<file path="src/rtl/memory_block.sv">
// ---------------------------------------------------------------------------
// memory_block
//   Word-addressed register memory with independent write and read ports.
//   Each port is a two-state (IDLE/WAIT) FSM with a programmable number of
//   wait states, so the block behaves like a slow peripheral RAM.
//
// Ports
//   clock    in   1             rising-edge clock
//   reset    in   1             asynchronous, active-low reset
//   w_en     in   1             write request (level-sensitive)
//   r_en     in   1             read request (level-sensitive)
//   w_addr   in   ADDRESS_SIZE  write address
//   r_addr   in   ADDRESS_SIZE  read address
//   w_data   in   WORD_SIZE     write data
//   r_data   out  WORD_SIZE     registered read data
//   r_ready  out  1             read port idle, r_data valid
//   w_ready  out  1             write port idle
//
// Build option
//   MEMORY_FORWARD_EN : when defined, a read completing on the same edge as a
//   write commit to the same in-range address returns the new write data.
//   When undefined the read returns the pre-write word and no bypass exists.
// ---------------------------------------------------------------------------
module memory_block #(
    parameter int                   WORD_SIZE    = 8,
    parameter logic [WORD_SIZE-1:0] WORD_INIT    = '0,
    parameter int                   ADDRESS_SIZE = 4,
    parameter int                   MEMORY_QTY   = 16,
    parameter int                   WAIT_SIZE    = 2,
    parameter int                   READ_WAIT    = 0,
    parameter int                   WRITE_WAIT   = 0
) (
    input  logic                    clock,
    input  logic                    reset,
    input  logic                    w_en,
    input  logic                    r_en,
    input  logic [ADDRESS_SIZE-1:0] w_addr,
    input  logic [ADDRESS_SIZE-1:0] r_addr,
    input  logic [WORD_SIZE-1:0]    w_data,
    output logic [WORD_SIZE-1:0]    r_data,
    output logic                    r_ready,
    output logic                    w_ready
);

    typedef enum logic {ST_IDLE, ST_WAIT} state_t;

    localparam logic [WAIT_SIZE-1:0]  RW  = WAIT_SIZE'(READ_WAIT);
    localparam logic [WAIT_SIZE-1:0]  WW  = WAIT_SIZE'(WRITE_WAIT);
    // One extra bit so MEMORY_QTY == 2**ADDRESS_SIZE is representable.
    localparam logic [ADDRESS_SIZE:0] QTY = (ADDRESS_SIZE+1)'(MEMORY_QTY);

    logic [WORD_SIZE-1:0]    mem_q [MEMORY_QTY];

    // Write port
    state_t                  w_state_q;
    logic [WAIT_SIZE-1:0]    w_cnt_q, w_cnt_d;
    logic [ADDRESS_SIZE-1:0] w_addr_q;
    logic [WORD_SIZE-1:0]    w_data_q;
    logic                    w_ready_q;
    logic                    w_done;
    logic                    w_in_range;

    // Read port
    state_t                  r_state_q;
    logic [WAIT_SIZE-1:0]    r_cnt_q, r_cnt_d;
    logic [ADDRESS_SIZE-1:0] r_addr_q;
    logic [WORD_SIZE-1:0]    r_data_q;
    logic                    r_ready_q;
    logic                    r_done;
    logic                    r_in_range;
    logic [WORD_SIZE-1:0]    r_word;

    assign w_done     = (w_state_q == ST_WAIT) && (w_cnt_q == WW);
    assign w_in_range = {1'b0, w_addr_q} < QTY;
    assign w_cnt_d    = w_cnt_q + 1'b1;

    assign r_done     = (r_state_q == ST_WAIT) && (r_cnt_q == RW);
    assign r_in_range = {1'b0, r_addr_q} < QTY;
    assign r_cnt_d    = r_cnt_q + 1'b1;

    // Word returned on read completion. Out-of-range reads see WORD_INIT.
    always_comb begin
        r_word = r_in_range ? mem_q[r_addr_q] : WORD_INIT;
`ifdef MEMORY_FORWARD_EN
        // Bypass the commit happening on this same edge.
        if (w_done && w_in_range && (w_addr_q == r_addr_q))
            r_word = w_data_q;
`endif
    end

    // Write FSM owns the storage array; an aborted WAIT never commits.
    always_ff @(posedge clock or negedge reset) begin
        if (!reset) begin
            w_state_q <= ST_IDLE;
            w_cnt_q   <= '0;
            w_addr_q  <= '0;
            w_data_q  <= '0;
            w_ready_q <= 1'b1;
            for (int i = 0; i < MEMORY_QTY; i++)
                mem_q[i] <= WORD_INIT;
        end else begin
            case (w_state_q)
                ST_IDLE: begin
                    if (w_en) begin
                        w_addr_q  <= w_addr;
                        w_data_q  <= w_data;
                        w_cnt_q   <= '0;
                        w_ready_q <= 1'b0;
                        w_state_q <= ST_WAIT;
                    end
                end
                ST_WAIT: begin
                    if (w_done) begin
                        // Out-of-range writes still handshake but are dropped.
                        if (w_in_range)
                            mem_q[w_addr_q] <= w_data_q;
                        w_ready_q <= 1'b1;
                        w_state_q <= ST_IDLE;
                    end else begin
                        w_cnt_q <= w_cnt_d;
                    end
                end
                default: w_state_q <= ST_IDLE;
            endcase
        end
    end

    always_ff @(posedge clock or negedge reset) begin
        if (!reset) begin
            r_state_q <= ST_IDLE;
            r_cnt_q   <= '0;
            r_addr_q  <= '0;
            r_data_q  <= WORD_INIT;
            r_ready_q <= 1'b1;
        end else begin
            case (r_state_q)
                ST_IDLE: begin
                    if (r_en) begin
                        r_addr_q  <= r_addr;
                        r_cnt_q   <= '0;
                        r_ready_q <= 1'b0;
                        r_state_q <= ST_WAIT;
                    end
                end
                ST_WAIT: begin
                    if (r_done) begin
                        r_data_q  <= r_word;
                        r_ready_q <= 1'b1;
                        r_state_q <= ST_IDLE;
                    end else begin
                        r_cnt_q <= r_cnt_d;
                    end
                end
                default: r_state_q <= ST_IDLE;
            endcase
        end
    end

    assign r_data  = r_data_q;
    assign r_ready = r_ready_q;
    assign w_ready = w_ready_q;

endmodule

</file>
<file path="config.mk">
export PLATFORM = sky130hd
export DESIGN_NAME = memory_block
export DESIGN_NICKNAME = d
export VERILOG_FILES = /design/src/rtl/memory_block.sv
export SDC_FILE = /design/constraint.sdc
export NUM_CORES = 1
export LEC_CHECK = 0
export ABC_AREA = 1
export CORE_ASPECT_RATIO = 0.8
export CORE_UTILIZATION = 41
export DETAILED_ROUTE_END_ITERATION = 12
export SLEW_MARGIN = 20
export SYNTH_ARGS = -nofsm -noshare
export SYNTH_HDL_FRONTEND = slang
export SYNTH_SLANG_ARGS = --single-unit
export TNS_END_PERCENT = 100
</file>
<file path="constraint.sdc">
create_clock -name clock -period 2.1 [get_ports clock]
set_clock_uncertainty 0.1 [all_clocks]
set_input_delay 0.21 -clock clock [delete_from_list [all_inputs] [get_ports clock]]
set_output_delay 0.21 -clock clock [all_outputs]
set_load 0.01 [all_outputs]
</file>
==> results of run 1 <==
layout make-up:
cell class	count	area share [%]
clock buffer	26	6.08
clock inverter	5	0.655
inverter	25	1.14
multi-input combinational	624	33.0
sequential	160	48.8
tap	220	3.35
timing repair buffer	56	6.97
power groups by stage:
stage / Combinational, mW / Clock, mW / Sequential, mW
detailed placement: 2.61 / 0 / 4.99
CTS: 2.62 / 3.00 / 4.95
global placement: 2.54 / 0 / 4.97
global route: 3.01 / 3.14 / 5.11
finish: 2.60 / 2.95 / 4.95
floorplan: 1.79 / 0 / 4.85
stage by stage:
| step | cell area (um^2) | cells | TNS, ps |
|---|---|---|---|
| 6_report | 8210 | 1116 | 0 |
| 5_1_grt | 8210 | 1116 | -4.32 |
| 4_1_cts | 8210 | 1116 | 0 |
| 3_5_place_dp | 7650 | 1084 | 0 |
| 3_3_place_gp | 7650 | 1084 | 0 |
| 2_1_floorplan | 7050 | 862 | 0 |
cell families after synthesis:
kind of cell / Yosys count
simple gates: 472
flops: 160
compound gates: 149
buf+inv: 78
fa+ha+maj: 2
mux: 1
layout by cell type, fill, tap and decap left out:
cell,n
clkinv_4,1
clkinv_2,3
dfrtp_1,157
nor3_4,1
a21oi_1,15
inv_1,21
clkbuf_8,4
dlygate4sd3_1,1
buf_6,1
buf_4,20
nand2_1,339
o21ai_0,133
clkdlybuf4s50_1,28
nor3_1,1
inv_2,1
o21ai_1,1
or2_2,2
buf_12,6
nand3_1,104
nand4_1,2
clkbuf_1,5
clkbuf_16,17
mux2_2,1
nor2_1,23
clkinv_1,3
dfstp_2,2
dfrtp_2,1
bufinv_16,1
ha_1,2
metal layers:
layer  global-route usage [%]  up-vias  routed length [um]
met5                        0        -                   0
met4                     8.31        0                 286
met3                     3.45       24                 835
met2                     33.1      148                7890
met1                     34.0     2764                9400
li1                         -     2846                   -
path summary, 6_finish.rpt:
| path | to | slack, ps | depth (start not counted) |
|---|---|---|---|
| setup reg to reg | mem_q[118] | 260 | 7 |
| min in group clock | w_data_q[3] | 250 | 3 |
| setup / recovery | mem_q[118] | 260 | 7 |
| hold reg to reg | r_data[2] | 380 | 2 |
| max in group asynchronous | r_ready | 1040 | 3 |
| hold / removal | mem_q[58] | 170 | 2 |
registers in the layout (all words and copies together), names as in the netlist:
register   cells
r_data         8
r_cnt_q        2
w_state_q      1
w_cnt_q        2
r_addr_q       4
w_ready        1
r_ready        1
r_state_q      1
w_data_q       8
mem_q        128
w_addr_q       4
critical path: cells and delay by family, from the launching register on:
family	cells	cell delay [ps]
buffers and inverters	1	60
flip-flops	1	380
AND/OR/NAND/NOR	4	910
adder cells (fa/ha/maj)	1	150
AO/OA/AOI/OAI	1	80
what timing repair did:
action                                  in CTS  in global routing
endpoints found under the hold margin       60                  0
endpoints found under the setup margin       0                  1
hold buffers                                 1                  0
==> impl_metrics.yaml, run 1 <==
run_status:
  outcome: "complete, no violations"
yosys:
  yosys-top-cells-count: "nand2_1 (339), dfrtp_1 (158), o21ai_0 (133), nand3_1 (104), clkbuf_1 (26)"
  synth.area.top_cells: "dfrtp_1 (56%), nand2_1 (18%), o21ai_0 (9.4%)"
  synthArstFlopShare_pct: 100
  synth_top_area_share_pct: 56.1
  synth_ff_type: "dfrtp_1"
  synth_top_family_by_area: "simple AND/OR/NAND/NOR gates"
  synth.largest_area_cell: "dfrtp_1"
  yosysSeqAreaShare_pct: 56.9
  synth_mux_area_share_pct: 0.160
  synth-xor-area-share_pct: 0
  synth-seq-cells: 160
  synth_area_um2: 7050
  synth.most_common_cell: "nand2_1"
  synth-adder-area-share_pct: 0.355
  syn_avg_cell_area_um2: 8.17
  synth_compound_area_share_pct: 10.6
  syn_inst: 862
  yosys.area_share.simple_pct: 27.3
  yosys_warnings: 0
  synth-edff-count: 0
  syn-num-nets: 884
  yosysUniqueCellTypes: 20
power_and_ir_drop:
  swShare_pct: 32.2
  pwr-share-comb_pct: 24.8
  clkPwrFrac_pct: 28.1
  power_frac_seq_pct: 47.2
  vdd_drop_max_v: 0.000507
  p_sw_mw: 3.38
  powerDensity_nw_per_um2: 1280
  total_power_mw: 10.5
  p_int_mw: 7.12
  p_leak_nw: 3.92
sta:
  final_max_slew_viol_count: 0
  max_freq_mhz: 542
  finalHoldViolCount: 0
  setup_ws_ps: 255
  tightestPinTransition_ps: 729
  fin_crit_ps: 1840
  fin_hold_ws_ps: 167
  grt_setup_unrepaired: "yes"
  slew_headroom_pct: 51.3
  post-route-period-util_pct: 87.9
  setup_viol: 0
clocking:
  cts_tree: "built"
  cts-buffers-inserted: 17
  post_cts_buffers: 0
  htree_levels: 4
  cts.reportedPaths.clkPinSlew_ps: 60
  insertion_delay_ps: 430
  cts.root.buffer_cell: "clkbuf_16"
  cts_buffer_depth: 2
  cts_resized: 0
  clock-sinks: 160
global_route:
  gr-total-overflow: 0
  grt_pass1_wl_um: 30400
  antenna_found_initial: 0
  grt_pass1_vias: 5546
  track_usage_pct: 22.7
  grt_max_degree: 65
floorplan:
  num_rows: 42
  die_height_um: 119
  die_area_um2: 17700
  coreArea_um2: 16700
  dieWidth_um: 149
  pin_count: 30
  initial_core_util_pct: 42.3
critical_path:
  slowest_delay_ps: 380
  worstPathArrival_ps: 2020
  crit_top_cell: "nand2_1"
  setup.worst_path.start: "w_cnt_q[0]"
  cp-end-kind: "flip-flop"
  crit_path_top_delay_cell: "dfrtp_1"
  start_kind: "flip-flop"
  crit_type: "reg -> reg"
  critPathMaxFanout: 16
  r2r-start: "w_cnt_q[0]"
  critical_path_required_ps: 2270
  worstPathCellList: "inv_1, ha_1, nand2_1, nor3_1, nand2_1, nand2_1, o21ai_0"
cells_and_area:
  nNetsFinal: 906
  fin_util_pct: 49.3
  num_antenna_cells: 0
  area_delta_synth_final_pct: 16.5
  fillCellCount: 1648
  drive_gt1_share_pct: 6.81
  seqCellArea_um2: 4010
  multiInputGateArea_um2: 2710
place:
  portBuffers: 29
  gp_congestion: 0.783
  hpwl_um: 11600
  place_ws_ps: 285
routing:
  dr.pass1.iters: 5
  drt_iter0_drc: 428
  vias: 5782
  route.detailed.drc: 0
  wire_per_inst_um: 16.5
  antenna_left: 0
  vias_per_cell: 5.18
  wirelength_um: 18400
job:
  maxCapViolCount: 0
hold_path:
  hold_path.class: "in -> async"
(Power assumes the default switching activity.)
==> run 2, diff against run 1 <==
Settings changed: CORE_UTILIZATION 41 to 62, PLACE_DENSITY set to 0.81, SKIP_CTS_REPAIR_TIMING set to 1.
Clock period 2.1 ns to 2.3 ns, I/O delays scaled along.
==> impl_metrics.yaml, run 2 (synthesized netlist as in run 1, its figures left out) <==
sta:
  tns_ps: 0
  fin_hold_ws_ps: 283
  tightestPinTransition_ps: 747
  final_max_slew_viol_count: 0
  post-route-period-util_pct: 91.0
  slew_headroom_pct: 50.2
  max_freq_mhz: 478
  setup_viol: 0
  fin_crit_ps: 2090
  grt_setup_unrepaired: "no"
  finalHoldViolCount: 0
  setup_ws_ps: 208
global_route:
  grt_max_degree: 72
  gr-total-overflow: 0
  grt_pass1_vias: 5776
  track_usage_pct: 32.8
  antenna_found_initial: 0
  grt_pass1_wl_um: 29300
routing:
  vias: 5997
  antenna_left: 0
  vias_per_cell: 5.83
  wirelength_um: 17500
  wire_per_inst_um: 17.0
  route.detailed.drc: 0
  dr.pass1.iters: 7
  drt_iter0_drc: 705
clocking:
  htree_levels: 4
  cts_buffer_depth: 2
  cts-buffers-inserted: 17
  cts_tree: "built"
  cts.root.buffer_cell: "clkbuf_16"
  insertion_delay_ps: 420
  cts.reportedPaths.clkPinSlew_ps: 60
  clock-sinks: 160
power_and_ir_drop:
  powerDensity_nw_per_um2: 1230
  swShare_pct: 32.6
  clkPwrFrac_pct: 29.4
  pwr-share-comb_pct: 24.0
  power_frac_seq_pct: 46.6
  p_leak_nw: 3.87
  vdd_drop_max_v: 0.000678
  p_int_mw: 6.64
  p_sw_mw: 3.22
place:
  place_ws_ps: 299
  hpwl_um: 10900
  gp_congestion: 0.849
  portBuffers: 29
cells_and_area:
  largest_reg_flops: 128
  top_register: "mem_q"
  seqCellArea_um2: 4010
  num_antenna_cells: 0
  drive_gt1_share_pct: 5.88
  area_delta_synth_final_pct: 14.1
  multiInputGateArea_um2: 2710
  fillCellCount: 818
  mostFrequentLayoutCell: "nand2_1"
  final_cell_mix: "nand2_1 (339), dfrtp_1 (157), o21ai_0 (133), nand3_1 (104), clkdlybuf4s50_1 (28)"
  nNetsFinal: 893
critical_path:
  critical_path_required_ps: 2520
  slowest_delay_ps: 480
  worstPathArrival_ps: 2310
  crit_top_cell: "inv_1"
  worstPathCellList: "inv_1, ha_1, nand2_1, inv_1, nand4_1, o21ai_0"
  critPathMaxFanout: 16
  crit_path_top_delay_cell: "nand4_1"
  start_kind: "flip-flop"
  crit_type: "reg -> reg"
  cp-end-kind: "flip-flop"
floorplan:
  die_area_um2: 11800
  initial_core_util_pct: 64.2
  dieWidth_um: 121
  num_rows: 34
  die_height_um: 97.3
  pin_count: 30
  coreArea_um2: 11000
hold_path:
  hold_path.class: "in -> reg"
run_status:
  outcome: "complete, no violations"
job:
  maxCapViolCount: 0
## run 2: changes by cell type in the layout (fill, tap and decap cells not counted), moves of 2 or more
cell	delta
buf_4	-10
clkbuf_1	-4
buf_12	-3
clkinvlp_4	+3
bufinv_16	+2
clkbuf_8	-2
inv_6	+2
## run 2: through the flow
step,instances,area [um^2],power (mW),utilization (%)
floorplan,862,7050,6.07,-
global placement,995,7420,6.72,67.6
detailed placement,995,7420,6.91,67.6
CTS,1027,8030,9.85,73.2
global route,1028,8040,10.5,73.3
finish,1028,8040,9.85,73.3
## run 2: final timing paths
check                                start     endpoint  slack (ps)  cells past startpoint
worst max-delay path            w_cnt_q[0]    mem_q[30]         210                      6
worst min-delay path             w_data[5]  w_data_q[5]         280                      3
worst max register to register  w_cnt_q[0]    mem_q[30]         210                      6
worst min register to register   r_data[4]    r_data[4]         380                      2
max in group asynchronous            reset      r_ready        1060                      3
min in group asynchronous            reset    mem_q[40]         300                      2
## run 2: layer usage
metal / vias up / GRT usage (%) / share of wire [%]
li1: 2819 / - / -
met2: 318 / 46.8 / 44
met5: - / 0 / 0
met4: 0 / 10.9 / 1.4
met1: 2832 / 48.8 / 45
met3: 28 / 8.80 / 9.8
## run 2: area by class of cell
type / count / share of cell area, %
Clock buffer: 20 / 5.68
Clock inverter: 12 / 1.96
Timing Repair Buffer: 43 / 5.43
Inverter: 25 / 1.17
Tap cell: 144 / 2.24
Multi-Input combinational cell: 624 / 33.7
Sequential cell: 160 / 49.8
## run 2: power by group through the flow
| stage | clock network [mW] | registers (mW) | logic [mW] |
|---|---|---|---|
| CTS | 2.93 | 4.57 | 2.35 |
| global placement | 0 | 4.54 | 2.19 |
| global route | 3.04 | 4.71 | 2.72 |
| detailed placement | 0 | 4.60 | 2.31 |
| finish | 2.90 | 4.59 | 2.37 |
| floorplan | 0 | 4.43 | 1.64 |
## run 2: critical path: cells and delay by family, from the launching register on
family | cells | cell delay [ps]
adders and majority gates | 1 | 160
AOI/OAI and AO/OA | 1 | 380
and+or+nand+nor | 2 | 640
buffers and inverters | 2 | 300
DFF | 1 | 410
==> run 3, diff against run 2 <==
Settings changed: ABC_AREA 1 to unset, REMOVE_ABC_BUFFERS set to 1.
==> impl_metrics.yaml, run 3 <==
power_and_ir_drop:
  swShare_pct: 34.1
  power_frac_seq_pct: 45.0
  pwr-share-comb_pct: 31.0
  clkPwrFrac_pct: 24.0
  vdd_drop_max_v: 0.00101
  p_int_mw: 7.85
  p_leak_nw: 3.83
  powerDensity_nw_per_um2: 1430
  p_sw_mw: 4.06
floorplan:
  initial_core_util_pct: 65.2
  num_rows: 34
  die_height_um: 98.7
  die_area_um2: 12100
  coreArea_um2: 11100
  pin_count: 30
  dieWidth_um: 123
critical_path:
  path_delay_family: "simple AND/OR/NAND/NOR gates"
  start_kind: "flip-flop"
  cp.depth: 5
  critical_path_buf_inv_count: 1
  cp-end-kind: "flip-flop"
  r2r-start: "w_cnt_q[1]"
  crit_path_top_delay_cell: "nor2_2"
  ff2ff_setup_slack_ps: 100
  crit_type: "reg -> reg"
  slowest_delay_ps: 490
  reg2reg_depth: 5
  critical_path_required_ps: 2500
  worstPathCellList: "inv_1, ha_1, nand4b_1, nor2_2, mux2_2"
  critPathMaxFanout: 8
  worstPathArrival_ps: 2400
  r2r_end: "mem_q[42]"
clocking:
  cts_tree: "built"
  htree_levels: 4
  cts.root.buffer_cell: "clkbuf_16"
  cts_buffer_depth: 2
  cts.reportedPaths.clkPinSlew_ps: 60
  insertion_delay_ps: 420
  clock-sinks: 160
  cts-buffers-inserted: 17
sta:
  fin_crit_ps: 2200
  final_max_slew_viol_count: 0
  slew_headroom_pct: 49.7
  setup_viol: 0
  tns_ps: 0
  max_freq_mhz: 455
  post-route-period-util_pct: 95.6
  grt_setup_unrepaired: "no"
  finalHoldViolCount: 0
  tightestPinTransition_ps: 754
  setup_ws_ps: 100
cells_and_area:
  fin_util_pct: 75.2
  area_delta_synth_final_pct: 15.3
  top_register: "mem_q"
  final_cell_mix: "dfrtp_1 (157), mux2_2 (137), mux2i_1 (64), nand2_1 (35), clkdlybuf4s50_1 (28)"
  num_antenna_cells: 0
  nNetsFinal: 593
  drive_gt1_share_pct: 35.8
  largest_reg_flops: 128
  fin_area_um2: 8350
  mostFrequentLayoutCell: "dfrtp_1"
  final_cells: 727
routing:
  dr.pass1.iters: 5
  route.detailed.drc: 0
  vias_per_cell: 6.24
  wirelength_um: 15800
  drt_iter0_drc: 423
  vias: 4534
  antenna_left: 0
  wire_per_inst_um: 21.8
place:
  portBuffers: 29
  dp_cells: 695
  place_ws_ps: 144
  gp_congestion: 0.801
  hpwl_um: 10500
  placed_area_um2: 7740
yosys:
  yosys-top-cells-count: "dfrtp_1 (158), mux2_2 (137), mux2i_1 (64), nand2_1 (35), nand3_1 (19)"
  syn_inst: 536
  synth.most_common_cell: "dfrtp_1"
  synth-seq-cells: 160
  yosys_warnings: 0
  yosysUniqueCellTypes: 33
  synth-edff-count: 0
  syn_avg_cell_area_um2: 13.5
  synth.area.top_cells: "dfrtp_1 (55%), mux2_2 (21%), mux2i_1 (8.8%)"
  synth_top_area_share_pct: 54.6
  synth_area_um2: 7240
  synth_ff_type: "dfrtp_1"
  synth.largest_area_cell: "dfrtp_1"
  synthArstFlopShare_pct: 100
  yosysSeqAreaShare_pct: 55.3
hold_path:
  hold_path.class: "in -> async"
global_route:
  antenna_found_initial: 0
  grt_pass1_vias: 4668
  grt_pass1_wl_um: 25800
  gr-total-overflow: 0
  track_usage_pct: 29.2
  grt_max_degree: 61
run_status:
  outcome: "complete, no violations"
job:
  maxCapViolCount: 0
==> run 3: cell families after synthesis <==
| kind of cell | count (synthesis) | synth area share, % |
|---|---|---|
| fa+ha+maj | 2 | 0.345 |
| buf+inv | 38 | 2.25 |
| flops | 160 | 55.3 |
| xor+xnor | 1 | 0.121 |
| compound gates | 36 | 3.23 |
| simple gates | 90 | 6.96 |
| mux | 209 | 31.8 |
==> run 3: power groups by stage <==
stage,sequential [mW],clock [mW],combinational [mW]
floorplan,4.99,0,2.62
global placement,5.24,0,3.51
CTS,5.32,2.88,3.70
detailed placement,5.36,0,3.67
finish,5.36,2.86,3.70
global route,5.52,3.01,4.00
==> run 3: layout make-up <==
class,count,area (um^2)
repair buffers,45,452
flip-flops and latches,160,4010
inverters,9,33.8
fillers,698,2750
clock buffers,18,439
multi-input cells,338,3080
clock inverters,13,161
well taps,144,180
==> run 3: metrics by stage <==
stage          power (mW)  hold slack, ps
2_1_floorplan        7.61            -166
3_3_place_gp         8.75             139
3_5_place_dp         9.02             142
4_1_cts              11.9            -297
5_1_grt              12.5             304
6_report             11.9             239
==> run 3: routing by layer <==
metal  up-vias  global-route usage, %  share of wire, %
met5         -                      0                 0
met4         0                   7.69              0.96
met2       140                   44.9                47
li1       1993                      -                 -
met3        14                   4.86               5.2
met1      2387                   43.3                47
==> run 3: how the worst max path moves through the flow <==
| stage | startpoint | endpoint |
|---|---|---|
| global route | w_cnt_q[1] | mem_q[42] |
| detailed placement | w_cnt_q[0] | mem_q[42] |
| floorplan | r_addr_q[1] | r_data[6] |
| global placement | w_cnt_q[0] | mem_q[44] |
| finish | w_cnt_q[1] | mem_q[42] |
| CTS | w_cnt_q[1] | mem_q[42] |
